--- src/rtl/ioctl_cfg_router.sv ---
// HPS download front-end: routes the ioctl byte stream into DIP bytes, mod registers
// and a packed, handshaked ROM write port with an end-of-download flush.
module ioctl_cfg_router #(
   parameter int DIP_BYTES      = 8,
   parameter int DIP_INDEX      = 254,
   parameter int MOD_COUNT      = 2,
   parameter int MOD_BASE_INDEX = 1,
   parameter int ROM_INDEX      = 0,
   parameter int DATA_W         = 16,
   parameter int ADDR_W         = 25,
   localparam int L             = DATA_W / 8,
   localparam int LB            = (L > 1) ? $clog2(L) : 0,
   localparam int LW            = (LB > 0) ? LB : 1,
   localparam int WA_W          = ADDR_W - LB
) (
   input  logic                   clk_sys,
   input  logic                   reset,
   input  logic                   ioctl_download,
   input  logic                   ioctl_wr,
   input  logic [ADDR_W-1:0]      ioctl_addr,
   input  logic [7:0]             ioctl_dout,
   input  logic [7:0]             ioctl_index,
   output logic                   ioctl_wait,
   output logic [DIP_BYTES*8-1:0] dip_out,
   output logic [MOD_COUNT*8-1:0] mod_out,
   output logic [MOD_COUNT-1:0]   mod_valid,
   output logic                   rom_wr,
   input  logic                   rom_ready,
   output logic [WA_W-1:0]        rom_addr,
   output logic [DATA_W-1:0]      rom_data,
   output logic [L-1:0]           rom_be,
   output logic                   rom_done,
   output logic [ADDR_W-1:0]      rom_bytes,
   output logic                   overflow
);

   localparam logic [7:0] DIP_IDX = 8'(DIP_INDEX);
   localparam logic [7:0] ROM_IDX = 8'(ROM_INDEX);

   typedef enum logic [1:0] {S_IDLE, S_LOAD, S_FLUSH, S_DONE} state_t;

   state_t                 state_q, state_d;
   logic                   dl_q, dl_d;
   logic                   pend_q, pend_d;
   logic [7:0]             idx_q, idx_d;
   logic [DIP_BYTES*8-1:0] dip_q, dip_d;
   logic [MOD_COUNT*8-1:0] mod_q, mod_d;
   logic [MOD_COUNT-1:0]   modv_q, modv_d;
   logic [DATA_W-1:0]      buf_data_q, buf_data_d;
   logic [L-1:0]           buf_be_q, buf_be_d;
   logic [WA_W-1:0]        buf_waddr_q, buf_waddr_d;
   logic                   out_vld_q, out_vld_d;
   logic [DATA_W-1:0]      out_data_q, out_data_d;
   logic [L-1:0]           out_be_q, out_be_d;
   logic [WA_W-1:0]        out_addr_q, out_addr_d;
   logic                   ovf_q, ovf_d;
   logic [ADDR_W-1:0]      cnt_q, cnt_d;

   logic                   dl_rise, dl_fall, out_free, buf_vld, rom_byte;
   logic                   same_word, new_word, need_out;
   logic [LW-1:0]          lane;
   logic [WA_W-1:0]        waddr;
   logic [L-1:0]           merged_be;
   logic [DATA_W-1:0]      merged_data;

   always_comb begin
      dip_d       = dip_q;
      mod_d       = mod_q;
      modv_d      = modv_q;
      state_d     = state_q;
      dl_d        = ioctl_download;
      pend_d      = pend_q;
      idx_d       = idx_q;
      buf_data_d  = buf_data_q;
      buf_be_d    = buf_be_q;
      buf_waddr_d = buf_waddr_q;
      out_data_d  = out_data_q;
      out_be_d    = out_be_q;
      out_addr_d  = out_addr_q;
      ovf_d       = ovf_q;
      cnt_d       = cnt_q;

      dl_rise   = ioctl_download & ~dl_q;
      dl_fall   = ~ioctl_download & dl_q;
      out_free  = ~out_vld_q | rom_ready;
      out_vld_d = out_vld_q & ~rom_ready;
      buf_vld   = |buf_be_q;
      rom_byte  = ioctl_wr && (state_q == S_LOAD) && (ioctl_index == idx_q);

      lane      = (LB > 0) ? ioctl_addr[LW-1:0] : '0;
      waddr     = ioctl_addr[ADDR_W-1:LB];
      same_word = buf_vld && (waddr == buf_waddr_q);
      new_word  = buf_vld && (waddr != buf_waddr_q);

      // Merge the incoming byte into the current word (or a fresh one)
      merged_be   = same_word ? buf_be_q : '0;
      merged_data = same_word ? buf_data_q : '0;
      for (int i = 0; i < L; i++) begin
         if (lane == LW'(i)) begin
            merged_be[i]          = 1'b1;
            merged_data[8*i +: 8] = ioctl_dout;
         end
      end
      need_out = new_word || (&merged_be);

      for (int i = 0; i < DIP_BYTES; i++) begin
         if (ioctl_wr && ioctl_index == DIP_IDX && ioctl_addr == ADDR_W'(i))
            dip_d[8*i +: 8] = ioctl_dout;
      end
      for (int k = 0; k < MOD_COUNT; k++) begin
         if (ioctl_wr && ioctl_index == 8'(MOD_BASE_INDEX + k) && ioctl_addr == '0) begin
            mod_d[8*k +: 8] = ioctl_dout;
            modv_d[k]       = 1'b1;
         end
      end

      unique case (state_q)
         S_IDLE: begin
            pend_d = 1'b0;
            if (ioctl_download && ioctl_index == ROM_IDX && (dl_rise || pend_q)) begin
               state_d = S_LOAD;
               idx_d   = ioctl_index;
               cnt_d   = '0;
            end
         end
         S_LOAD: begin
            if (rom_byte) begin
               if (need_out && !out_free) begin
                  ovf_d = 1'b1;
               end else begin
                  cnt_d = cnt_q + 1'b1;
                  if (new_word) begin
                     out_vld_d  = 1'b1;
                     out_data_d = buf_data_q;
                     out_be_d   = buf_be_q;
                     out_addr_d = buf_waddr_q;
                  end
                  if (&merged_be) begin
                     out_vld_d  = 1'b1;
                     out_data_d = merged_data;
                     out_be_d   = merged_be;
                     out_addr_d = waddr;
                     buf_be_d   = '0;
                  end else begin
                     buf_data_d  = merged_data;
                     buf_be_d    = merged_be;
                     buf_waddr_d = waddr;
                  end
               end
            end
            if (dl_fall) state_d = S_FLUSH;
         end
         S_FLUSH: begin
            if (dl_rise && ioctl_index == ROM_IDX) pend_d = 1'b1;
            if (buf_vld) begin
               if (out_free) begin
                  out_vld_d  = 1'b1;
                  out_data_d = buf_data_q;
                  out_be_d   = buf_be_q;
                  out_addr_d = buf_waddr_q;
                  buf_be_d   = '0;
               end
            end else if (out_free) begin
               state_d = S_DONE;
            end
         end
         S_DONE: begin
            if (dl_rise && ioctl_index == ROM_IDX) pend_d = 1'b1;
            state_d = S_IDLE;
         end
         default: state_d = S_IDLE;
      endcase
   end

   always_ff @(posedge clk_sys or posedge reset) begin
      if (reset) begin
         state_q     <= S_IDLE;
         dl_q        <= 1'b0;
         pend_q      <= 1'b0;
         idx_q       <= '0;
         dip_q       <= '0;
         mod_q       <= '0;
         modv_q      <= '0;
         buf_data_q  <= '0;
         buf_be_q    <= '0;
         buf_waddr_q <= '0;
         out_vld_q   <= 1'b0;
         out_data_q  <= '0;
         out_be_q    <= '0;
         out_addr_q  <= '0;
         ovf_q       <= 1'b0;
         cnt_q       <= '0;
      end else begin
         state_q     <= state_d;
         dl_q        <= dl_d;
         pend_q      <= pend_d;
         idx_q       <= idx_d;
         dip_q       <= dip_d;
         mod_q       <= mod_d;
         modv_q      <= modv_d;
         buf_data_q  <= buf_data_d;
         buf_be_q    <= buf_be_d;
         buf_waddr_q <= buf_waddr_d;
         out_vld_q   <= out_vld_d;
         out_data_q  <= out_data_d;
         out_be_q    <= out_be_d;
         out_addr_q  <= out_addr_d;
         ovf_q       <= ovf_d;
         cnt_q       <= cnt_d;
      end
   end

   assign ioctl_wait = out_vld_q;
   assign rom_wr     = out_vld_q;
   assign rom_addr   = out_addr_q;
   assign rom_data   = out_data_q;
   assign rom_be     = out_be_q;
   assign rom_done   = (state_q == S_DONE);
   assign rom_bytes  = cnt_q;
   assign overflow   = ovf_q;
   assign dip_out    = dip_q;
   assign mod_out    = mod_q;
   assign mod_valid  = modv_q;

endmodule

--- config.mk ---
export PLATFORM = sky130hd
export DESIGN_NAME = ioctl_cfg_router
export DESIGN_NICKNAME = d
export VERILOG_FILES = /design/src/rtl/ioctl_cfg_router.sv
export SDC_FILE = /design/constraint.sdc
export NUM_CORES = 1
export LEC_CHECK = 0
export ABC_CLOCK_PERIOD_IN_PS = 19550
export CAP_MARGIN = 10
export CORE_UTILIZATION = 35
export DETAILED_ROUTE_END_ITERATION = 16
export GPL_TIMING_DRIVEN = 0
export HOLD_SLACK_MARGIN = 0.02
export PLACE_DENSITY_LB_ADDON = 0.3
export RECOVER_POWER = 25
export SLEW_MARGIN = 10
export SYNTH_ARGS = -nofsm -noshare
export SYNTH_HDL_FRONTEND = slang
export SYNTH_SLANG_ARGS = --single-unit
--- constraint.sdc ---
create_clock -name clk_sys -period 19.55 [get_ports clk_sys]
set_input_delay 1.955 -clock clk_sys [delete_from_list [all_inputs] [get_ports clk_sys]]
set_output_delay 1.955 -clock clk_sys [all_outputs]
set_load 0.005 [all_outputs]
# Word level (Yosys, flattened, before mapping)
# Cells that the tools add are included.
# W data, S select, Z words.
# op_classes
n_addsub	1
n_eq_ne	25
n_mux	51
bitwise	10
n_reduce_logical	41
# ops
op	count
$mux W24	6
$mux W16	7
$eq A25 B3 Y1 const B	4
$mux W25	3
$eq A25 B2 Y1 const B	2
$pmux W25 S2	1
$pmux W24 S2	1
$mux W2	16
$pmux W16 S2	1
$add A25 B1 Y25 const B	1
$eq A25 B1 Y1 const B	1
$logic_not A25 Y1	1
$eq A24 B24 Y1	1
$ne A24 B24 Y1	1
$logic_and A1 B1 Y1	21
$mux W8	2
$ne A2 B2 Y1 const B	7
$reduce_and A4 Y1	3
$mux W1	9
$eq A8 B1 Y1 const B	1
$eq A8 B2 Y1 const B	1
$eq A8 B8 Y1	1
$eq A8 B8 Y1 const B	1
$logic_not A8 Y1	1
other kinds (19)	35
# word_totals
reg_bits	205
input_bits	46
output_inout_bits	153
word_cells	153

# Depth between registers and ports, before layout
# depth
ltp_word	10
mapped_depth	11
mapped_depth_nobuf	9

# Worst setup path after synthesis
# Ideal clock, no wire load.
# synth_timing
path_type	input to register
from	in ioctl_addr[7]
to	reg out_data_q[15], in the netlist rom_data[15]
arrival_ps	4093
t_required_ps	19425
slack_ps	15332
cell_stages	9
path_buffers	2
path_cell_list	xor2_1 > nor4_2 > nand4_2 > or2_1 > buf_6 > or4_4 > buf_6 > mux2_4 > mux2_4
# synth_between
elab_chain_len	9
elab_cells_between_ends	19
# synth_rtl
item	line	text
start, declared	20	input logic [ADDR_W-1:0] ioctl_addr,
$eq A24 B24 Y1	92	same_word = buf_vld && (waddr == buf_waddr_q);
$logic_and A1 B1 Y1	92	
$mux W2	96	merged_be = same_word ? buf_be_q : '0;
$mux W1	99	if (lane == LW'(i)) begin
$reduce_and A2 Y1	104, 138	
$mux W16 or $logic_or A1 B1 Y1 (tied branches)	138, 104	
$mux W16 or $logic_and A1 B1 Y1 (tied branches)	128	if (need_out && !out_free) begin
$mux W16 or $ne A2 B2 Y1 (tied branches)	n/a	
$pmux W16 S2 or $reduce_and A6 Y1 (tied branches)	n/a	
end signal, assigned	205	out_data_q <= out_data_d;
end, declared	53	logic [DATA_W-1:0] out_data_q, out_data_d;
# Parallel ways exist; a longest one is shown, timed or not. The select of a mux whose other input is x is not followed.
# A chain may end at the register's enable or synchronous reset.

==> out/qor.yml <==
run_status:
  status: "finished with violations"
  violations: "max-capacitance violations, max-slew violations"
cells_and_area:
  drive_gt1_share_pct: 16.1
  areaGrowthSynthToFinish_pct: 35.4
  nets: 976
  antenna_cells: 0
worst_setup_path:
  cp.arrival_ns: 9.23
  startpoint_type: "input port"
  worst_ep_required_time_ns: 18.79
  rrSetupSlack_ns: 16.36
  crit_type: "input port to asynchronous set/reset pin"
  endpoint_kind: "asynchronous set/reset pin"
  critPathSlowestCell: "clkbuf_1"
  crit_fanout: 107
  crit_path_max_incr_delay_ns: 4.09
  cp_cell_sequence: "dlygate4sd3_1 -> clkinvlp_2 -> clkbuf_1"
synth:
  synth_compound_area_share_pct: 6.96
  postSynthCellCount: 700
  synth_edf_count: 0
  synth.top_cells.by_count: "205 x dfrtp_1, 74 x mux2_1, 69 x mux2_2"
  synthTopCellsByArea: "dfrtp_1 56%, mux2_1 9.2%, mux2_2 8.5%"
  synth.distinct_cells: 56
  muxShareOfSynthArea_pct: 20.5
  ys_warn_count: 0
  synth-simple-area-share_pct: 10.1
  synth.net_count: 751
  synthAdderAreaFrac_pct: 0.688
  synth_top_family_by_area: "multiplexers"
  ys_seq_elements: 205
  synthArstFlopShare_pct: 100
  synth_top_cell_area_share_pct: 56.4
  synth_top_cell_by_area: "dfrtp_1"
  synthFlopType: "dfrtp_1"
  avgSynthCellArea_um2: 13.0
  synth_xor_area_share_pct: 2.79
  synth.most_common_cell: "dfrtp_1"
  netlist_area_mm2: 0.00910
  ys_seq_area_share_pct: 56.4
power_and_ir_drop:
  ir_worst_vdd_mv: 0.0645
  leakage_nw: 5.72
  p_total_w: 0.00116
  power_density_mw_per_mm2: 94.0
drt:
  post_drt_wl_per_cell_um: 18.9
  top_layer: "met4"
  drcViolationCount: 0
  via_per_inst: 5.05
  drtAntennaViolNets: 0
  drtPass1Iterations: 4
  m1WireLength_um: 10700
  route.met3.wl_um: 2040
  wl_um: 24000
  drt_iter0_drc: 344
  wl_met2_um: 10800
  vias: 6413
clock_network:
  cts_hold_buf: 0
  clkLatencyLatePin_ns: 0.52
  clockBufferDepth: 3
  ctsResizeCount: 0
  cts_buffers: 24
  root_buffer: "clkbuf_16"
  clk_pin_slew_ns: 0.06
  post-cts-setup-buffer-count: 0
  cts_num_sinks: 205
  htreeDepth: 1
  cts_tree: "done"
die:
  core_mm2: 0.0253
  die_w_um: 163
  io_pins: 199
  die-area_mm2: 0.0266
  initial_utilization_pct: 35.9
  die_y_um: 163
  num_rows: 58
timing:
  rsz0062_at_grt: "false"
  period_share_pct: 51.1
  hold_violations: 0
  worst_pin_slew_ns: 5.64
  skew_ns: 0.0228
  period_minus_slack_ns: 9.99
  final.setup.tns_ns: 0
  slew-limit-headroom_pct: -276
  fin_hold_ws_ns: 0.475
  finalMaxSlewViolations: 208
  fmax_mhz: 100
  setup_viol: 0
hold_path:
  hp-class: "register to register"
placed_design:
  port_buffers: 198
  dp_hpwl_um: 16900
  gp_congestion: 0.771
grt:
  first_global_vias: 6826
  grt_max_degree: 108
  grt_overflow: 0
  grt_pass1_wl_um: 38200
  antenna_found_initial: 0
  grt_usage_pct: 18.4
job:
  cap_violations: 2
## cells by family after synthesis
kind of cell / after synthesis
muxes: 160
AOI/OAI and AO/OA: 95
DFF: 205
adders and majority gates: 5
xor gates and xnor gates: 29
buffers and inverters: 55
and+or+nand+nor: 151
## layer usage
layer | up-vias | track usage [%]
met3 | 33 | 6.12
li1 | 2993 | -
met2 | 195 | 28.8
met4 | 0 | 4.63
met1 | 3192 | 24.2
met5 | - | 0
## state kept, by name (all words and copies together), names as in the netlist
name,count
rom_data,16
pend_q,1
mod_valid,2
buf_waddr_q,24
dl_q,1
rom_bytes,25
rom_addr,24
ioctl_wait,1
rom_be,2
overflow,1
idx_q,8
mod_out,16
state_q,2
buf_be_q,2
buf_data_q,16
dip_out,64
## final cells by class
type | instances | area, µm²
fillers | 2271 | 13000
flip-flops and latches | 205 | 5130
multi-input cells | 440 | 3730
repair buffers | 199 | 1990
clock buffers | 31 | 677
well taps | 330 | 413
plain buffers | 37 | 168
clock inverters | 9 | 140
inverters | 18 | 68.8
## power by group
part	total [W]	switching (W)	leakage, nW	internal [W]
Sequential	0.000463	0.0000173	2.84	0.000445
Combinational	0.000235	0.000136	2.48	0.0000992
Clock	0.000460	0.000177	0.396	0.000283
## per-stage QoR
step           utilization [%]  instance area, µm²  instances  worst slack (ns)
2_1_floorplan                -                9100        700             12.00
3_3_place_gp              45.4               11500       1228              9.02
3_5_place_dp              45.5               11500       1229             14.32
4_1_cts                   48.7               12300       1269             14.85
5_1_grt                   48.6               12300       1269              7.61
6_report                  48.6               12300       1269              9.56
## layout by cell type (no fill, tap or decap), types with 11 or more instances in the layout
| cell | count |
|---|---|
| dfrtp_1 | 205 |
| a21oi_1 | 29 |
| nand3_1 | 19 |
| mux2_2 | 69 |
| clkbuf_1 | 28 |
| clkdlybuf4s50_1 | 195 |
| nor2_1 | 11 |
| o21ai_1 | 22 |
| a22o_1 | 16 |
| mux2_1 | 74 |
| mux2_4 | 16 |
| clkbuf_16 | 24 |
| inv_1 | 15 |
| xor2_1 | 24 |
| or3_1 | 19 |
| nand2_1 | 25 |
## worst max-delay path, delay by kind of cell
kind | cells | cell delay [ns]
buffers and inverters | 3 | 7.11
## final timing paths
path                               startpoint  cells after the start              end
worst max register to register     state_q[1]                     11     rom_addr[20]
worst max-delay path                    reset                      3  buf_waddr_q[23]
max in group clk_sys            ioctl_addr[7]                      9    buf_data_q[3]
min in group asynchronous               reset                      2       mod_out[7]
worst min-delay path             mod_valid[1]                      1     mod_valid[1]
worst min register to register   mod_valid[1]                      1     mod_valid[1]
No activity file was read; power rests on OpenSTA's default activity.
